$ cat config.mk
export PLATFORM = sky130hd
export DESIGN_NAME = bpm_meter
export DESIGN_NICKNAME = d
export VERILOG_FILES = /design/src/rtl/bpm_meter.sv
export SDC_FILE = /design/constraint.sdc
export NUM_CORES = 1
export LEC_CHECK = 0
export ABC_AREA = 1
export CORE_ASPECT_RATIO = 1.1
export CORE_UTILIZATION = 60
export CTS_CLUSTER_DIAMETER = 80
export DETAILED_ROUTE_END_ITERATION = 16
export GPL_ROUTABILITY_DRIVEN = 0
export HOLD_SLACK_MARGIN = 0.1
export PLACE_DENSITY = 0.78
export SYNTH_ARGS = -nofsm -noshare
export SYNTH_HDL_FRONTEND = slang
export SYNTH_SLANG_ARGS = --single-unit
$ cat constraint.sdc
create_clock -name clk -period 3.85 [get_ports clk]
set_input_delay 0.5775 -clock clk [delete_from_list [all_inputs] [get_ports clk]]
set_output_delay 0.5775 -clock clk [all_outputs]
set_load 0.005 [all_outputs]
$ cat src/rtl/bpm_meter.sv
// bpm_meter
// Measures the interval between accepted rising edges of the heartbeat
// comparator output in 1 ms ticks and converts it to beats per minute
// (60000 / interval, truncated) with a 16-step restoring divider.
//
// Ports:
//   clk        system clock
//   rst        asynchronous, active-high reset
//   tick_1ms   one-cycle enable strobe, once per millisecond
//   pulse      heartbeat level, synchronous to clk
//   bpm        last computed rate; 0 when no valid rate
//   bpm_valid  one-cycle strobe when bpm takes a new measurement
//   timeout    high while no accepted edge has arrived for MAX_INTERVAL ticks
module bpm_meter #(
    parameter logic [11:0] MIN_INTERVAL = 12'd300,
    parameter logic [11:0] MAX_INTERVAL = 12'd2000
) (
    input  logic       clk,
    input  logic       rst,
    input  logic       tick_1ms,
    input  logic       pulse,
    output logic [7:0] bpm,
    output logic       bpm_valid,
    output logic       timeout
);

    typedef enum logic [1:0] {
        S_IDLE  = 2'd0,
        S_COUNT = 2'd1,
        S_DIV   = 2'd2
    } state_t;

    localparam logic [15:0] DIVIDEND = 16'd60000;

    state_t      r_state;
    logic        r_pulse_d;
    logic [11:0] r_cnt;
    logic [11:0] r_divisor;
    logic [11:0] r_rem;
    logic [15:0] r_quo;     // dividend shifts out the top, quotient bits shift in the bottom
    logic [4:0]  r_step;

    logic        w_rise;
    logic        w_accept;
    logic [11:0] w_cnt_inc;
    logic [11:0] w_cnt_tick;
    logic [12:0] w_shift;
    logic        w_fits;
    logic [11:0] w_sub;
    logic [11:0] w_rem_next;

    assign w_rise     = pulse & ~r_pulse_d;
    assign w_accept   = (r_state == S_COUNT) && w_rise && (r_cnt >= MIN_INTERVAL);
    assign w_cnt_inc  = (r_cnt >= MAX_INTERVAL) ? MAX_INTERVAL : r_cnt + 12'd1;
    assign w_cnt_tick = tick_1ms ? w_cnt_inc : r_cnt;

    // One restoring-division step. The partial remainder is always below the
    // 12-bit divisor, so the difference fits in 12 bits whenever it is taken.
    assign w_shift    = {r_rem, r_quo[15]};
    assign w_fits     = w_shift >= {1'b0, r_divisor};
    assign w_sub      = w_shift[11:0] - r_divisor;
    assign w_rem_next = w_fits ? w_sub : w_shift[11:0];

    always_ff @(posedge clk or posedge rst) begin
        if (rst) begin
            r_state   <= S_IDLE;
            r_pulse_d <= 1'b0;
            r_cnt     <= 12'd0;
            r_divisor <= 12'd0;
            r_rem     <= 12'd0;
            r_quo     <= 16'd0;
            r_step    <= 5'd0;
            bpm       <= 8'd0;
            bpm_valid <= 1'b0;
            timeout   <= 1'b0;
        end else begin
            r_pulse_d <= pulse;
            bpm_valid <= 1'b0;
            case (r_state)
                S_IDLE: begin
                    r_cnt <= 12'd0;
                    if (w_rise) begin
                        r_state <= S_COUNT;
                    end
                end
                S_COUNT: begin
                    if (w_accept) begin
                        // Edge wins over a coincident tick: the tick is dropped.
                        r_cnt     <= 12'd0;
                        r_divisor <= r_cnt;
                        r_rem     <= 12'd0;
                        r_quo     <= DIVIDEND;
                        r_step    <= 5'd0;
                        r_state   <= S_DIV;
                    end else if (w_cnt_tick == MAX_INTERVAL) begin
                        timeout <= 1'b1;
                        bpm     <= 8'd0;
                        r_cnt   <= 12'd0;
                        r_state <= S_IDLE;
                    end else begin
                        // Refractory rises fall through here and are ignored.
                        r_cnt <= w_cnt_tick;
                    end
                end
                S_DIV: begin
                    // The next interval is already being timed; rises are
                    // ignored because the counter is far below MIN_INTERVAL.
                    r_cnt <= w_cnt_tick;
                    if (r_step == 5'd16) begin
                        bpm       <= r_quo[7:0];
                        bpm_valid <= 1'b1;
                        timeout   <= 1'b0;
                        r_state   <= S_COUNT;
                    end else begin
                        r_rem  <= w_rem_next;
                        r_quo  <= {r_quo[14:0], w_fits};
                        r_step <= r_step + 5'd1;
                    end
                end
                default: r_state <= S_IDLE;
            endcase
        end
    end

endmodule

# Word-level counts from Yosys, hierarchy flattened
# Cells that the tools add are included.
# totals
regBits,70
input_bits,4
out_inout_bits,10
elab_cells,68
# classes
addsub,3
order_cmp,3
eq_ne,11
muxes,30
bitwise_logic,2
n_reduce_logical,9
# op_table
cell,n
12-bit two-way mux,7
12-bit one-hot mux with 3 select lines,1
16-bit two-way mux,2
16-bit one-hot mux with 2 select lines,1
8-bit two-way mux,3
12-bit one-hot mux with 2 select lines,1
8-bit one-hot mux with 2 select lines,1
13-bit by 12-bit >= comparator with 1-bit output,1
"12-bit by 1-bit adder with 12-bit output, second input constant",1
"12-bit by 11-bit == test with 1-bit output, second input constant",1
"12-bit by 11-bit >= comparator with 1-bit output, second input constant",1
"12-bit by 9-bit >= comparator with 1-bit output, second input constant",1
12-bit subtractor,1
5-bit two-way mux,2
"2-bit inequality test, second input constant",5
5-bit one-hot mux with 2 select lines,1
2-bit two-way mux,4
2-bit one-hot mux with 3 select lines,1
3-bit AND reduction,2
"5-bit by 1-bit adder with 5-bit output, second input constant",1
"5-bit == test, second input constant",1
1-bit two-way mux,5
4-bit AND reduction,1
"3-bit by 2-bit inequality test with 1-bit output, second input constant",1
other kinds (11),12

# Logic depth before layout (Yosys ltp)
# logic_depth
ltp_word,7
depth_mapped,15
mapped_depth_nobuf,14

# Least setup slack after synthesis
# OpenSTA, ideal clock, no wires.
# synth_timing
path_kind,input-to-reg
startpoint,input port tick_1ms
endpoint,register r_cnt[4]
setup_time_ns,0.115
arrival_ns,1.830
t_required_ns,3.735
path_slack_ns,1.906
cell_stages,15
n_path_buf,2
path_cell_list,buf_4 nand2_1 nor2_4 nand2_1 nand2_1 nand2_1 nand2_1 nand2_1 nor2_2 nand3_4 nand2_4 nand2_4 buf_12 nand2_4 nand2_2
# synth_via
elab_chain_len,5
# synth_rtl
element,line_no,rtl
from (decl),20,"input logic tick_1ms,"
12-bit two-way mux *,55,assign w_cnt_tick = tick_1ms ? w_cnt_inc : r_cnt;
12-bit by 11-bit == test with 1-bit output,95,end else if (w_cnt_tick == MAX_INTERVAL) begin
12-bit two-way mux,95,
12-bit two-way mux,87,if (w_accept) begin
12-bit one-hot mux with 3 select lines *,79,case (r_state)
to (signal assigned),102,r_cnt <= w_cnt_tick;
to (signal assigned),108,r_cnt <= w_cnt_tick;
to (decl),37,logic [11:0] r_cnt;
# Mark *: on every way between the ends. The rest lies on a longest branch, timed or not.
# A chain may end at the register's enable or synchronous reset.

# Final worst setup path
# layout_timing
startpoint,register r_state[1]
endpoint,register r_rem[3]
# layout_via
elab_chain_len,5
word_cells_on_any_way,9
classes_between,4 x eq/ne; 1 x mux; 4 x reduce/logical
# layout_rtl
element,line_no,rtl
from (decl),35,state_t r_state;
from (signal assigned),66,r_state <= S_IDLE;
from (signal assigned),83,r_state <= S_COUNT;
from (signal assigned),94,r_state <= S_DIV;
2-bit by 1-bit == test with 1-bit output,"53, 79",
1-bit logical AND (2 in series),53,assign w_accept = (r_state == S_COUNT) && w_rise && (r_cnt >= MIN_INTERVAL);
2-bit inequality test (no line),-,
3-bit AND reduction (no line),-,
to (signal assigned),115,r_rem <= w_rem_next;
to (decl),39,logic [11:0] r_rem;
# Several ways; a longest one is shown, not always the timed one.

==> reports/results.tsv <==
metric	value	unit
RSZ-0062 raised after global routing	false	
CTS Hold Bufs	0	
post-synth top area share	0.408	
setup repair bufs after CTS	0	
min-delay src	bpm[4]$_DFFE_PP0P_	
maximum VDD drop	0.350	mV
Rel. slew slack	0.334	
crit-path max FO	27	
core box area	6750	sq um
port bufs	13	
cells along the critical path	inv_1 -> ha_1 -> inv_1 -> nor2_1 -> nand2_2 -> nand2_1 -> nand3_1 -> inv_2 -> o211ai_1 -> nand2_1	
number of synthesized flops with an enable pin	0	
Hold Crit Class	flop to flop	
global-route wire length before repair	15500	um
CP endpoint kind	flop	
Synth cell types	34	
fin cells	653	
Startpoint Class	flop	
CTS tree	done	
Hold Fails Final Rpt	0	
Worst Max-Slew Pin Slew	0.997	ns
fin. max-slew vios	0	
clk buf depth	2	
Top Ports	14	
clock-pin slew on the worst setup and hold paths	0.09	ns
CTS Buf Count	9	
slowest CP cell	dfrtp_1	
Starting Density	0.636	
aggregate global-route resource usage	0.268	
FF-to-FF Start	r_state[1]$_DFFE_PP0P_	
Synth Instances	552	
Final #Nets	592	
DR vias/cell	5.45	
dpl cells	637	
clk_lat worst skew	0.35	ns
syn avg cell area	7.78	sq um
area leader, netlist	dfrtp_1	
min Tclk post-route	2.60	ns
Final Skew	0.0166	ns
# H-tree levels	3	
Routed WL	9020	um
Die H	90.7	um
yosys warns	0	
PD cells	377	nW/um^2
die area	7500	sq um
outcome	finished clean	
Seq/Total Area, Yosys	0.408	
DRC errors left	0	
antenna-violating nets left	0	
Crit. Startpoint	r_state[1]$_DFFE_PP0P_	
die width	82.7	um
vias in the first global route	3564	
TritonRoute pass-1 iters	5	
Row Count	31	
delay of the slowest cell on the worst path	0.43	ns
layout cell share with drive strength beyond 1	0.117	
ys async rst share	1.00	
Final HPWL DP	6610	um
Clock Tree Root	clkbuf_8	
Top FF cell, synth	dfrtp_1	
initial drt markers	296	
clock sink total	70	
Synth Net Count	578	
Post-CTS Resized	0	
drt wl/cell	13.8	um
vias after detailed routing	3559	
top cells by area, synth	dfrtp_1 (41%), nand2_1 (14%), inv_1 (6.9%)	
f_max	385	MHz
pin count of the biggest net entering global routing	49	
leakage power	2.55	nW
Mapped Area	4290	sq um
Max Cap Viol	0	
Final setup viols	0	
total grt overflow	0	
Layout area overhead	8.77	%
FF+latch count, synth	70	
fill count	571	
WP data arrival	2.89	ns
Period Utilization, post-route	0.674	
WS Path Type	flop to flop	
setup_tns	0	ns
data required time of the critical path	4.14	ns
initial antenna violation count	0	
diode count	0	
state kept, by name, indices dropped and copies added, names as in the netlist:
name / flops
r_divisor: 12
r_step: 5
r_rem: 12
r_quo: 16
bpm_valid: 1
r_pulse_d: 1
timeout: 1
bpm: 8
r_state: 2
r_cnt: 12
critical path: cells and delay by family, from the launching register on:
kind / cells / cell delay, ns
buf+inv: 3 / 0.61
flops: 1 / 0.43
compound gates: 1 / 0.15
fa+ha+maj: 1 / 0.24
simple gates: 5 / 1.09
metal layers:
layer | GRT usage | vias to the layer above | routed length, um | part of all wire
li1 | - | 1771 | - | -
met1 | 0.343 | 1683 | 4030 | 0.45
met2 | 0.447 | 91 | 4490 | 0.50
met3 | 0.0394 | 14 | 365 | 0.040
met4 | 0.103 | 0 | 140 | 0.016
met5 | 0 | - | 0 | 0
kinds of logic after synthesis:
family | count (synthesis) | synth area share
simple gates | 282 | 0.310
compound gates | 66 | 0.0921
xor+xnor | 15 | 0.0306
buf+inv | 97 | 0.0930
fa+ha+maj | 22 | 0.0659
flops | 70 | 0.408
through the flow:
| stage | setup slack, ns | cell area (sq um) | power, mW | hold slack (ns) | util |
|---|---|---|---|---|---|
| after CTS | 1.26 | 4670 | 1.77 | 0.478 | 0.692 |
| after floorplan | 1.50 | 4290 | 1.10 | 0.446 | - |
| after global placement | 1.13 | 4470 | 1.15 | 0.454 | 0.662 |
| after detailed placement | 1.01 | 4470 | 1.16 | 0.457 | 0.662 |
| final | 1.25 | 4670 | 1.76 | 0.474 | 0.692 |
| after global routing | 0.941 | 4670 | 1.84 | 0.499 | 0.692 |
cell usage in the layout, fill, tap and decap left out, types with 2 or more instances in the layout:
master and n:
inv_2 5, nor3_1 3, nor2_2 2, nor2_1 36
nand2_4 13, a21oi_1 13, nor2_4 4, dfrtp_1 70
inv_1 78, inv_6 4, clkdlybuf4s50_1 13, o22ai_1 9
ha_1 21, nand3_1 32, clkbuf_8 9, a31oi_1 2
nand2_1 160, o21ai_1 4, or2_2 2, xnor2_1 4
nand2_2 18, o21ai_0 18, nand3b_1 2, xor2_1 11
buf_4 4, o211ai_1 11, a22oi_1 7, nand4_1 8
cell usage after synthesis (11+ instances only):
master and n:
nand2_4 13, nand2_2 18, xor2_1 11, nand2_1 160
inv_1 79, nor2_1 36, o21ai_0 18, dfrtp_1 70
o211ai_1 11, nand3_1 32, a21oi_1 13, ha_1 21
cell type report:
class                      instances  area, sq um  share of cell area
clock buffer                       9          124              0.0265
clock inverter                     7         77.6              0.0166
inverter                          83          312              0.0667
multi-input combinational        385         2140               0.459
sequential                        70         1750               0.375
tap                               82          103              0.0220
timing repair buffer              17          160              0.0343
path summary, 6_finish.rpt:
path,cells after the start,to,slack [ns]
hold reg to reg,2,bpm[4]$_DFFE_PP0P_,0.47
max in group asynchronous,3,r_step[0]$_DFFE_PP0P_,2.30
min in group asynchronous,2,r_cnt[10]$_DFFE_PP0P_,0.78
setup / recovery,10,r_rem[3]$_DFFE_PP0P_,1.25
setup reg to reg,10,r_rem[3]$_DFFE_PP0P_,1.25
hold / removal,2,bpm[4]$_DFFE_PP0P_,0.47
report_power, final:
group	internal (mW)	switching, mW
sequential	0.753	0.0174
clock	0.307	0.314
combinational	0.101	0.269
total	1.16	0.601
No activity file was read; power rests on OpenSTA's default activity.
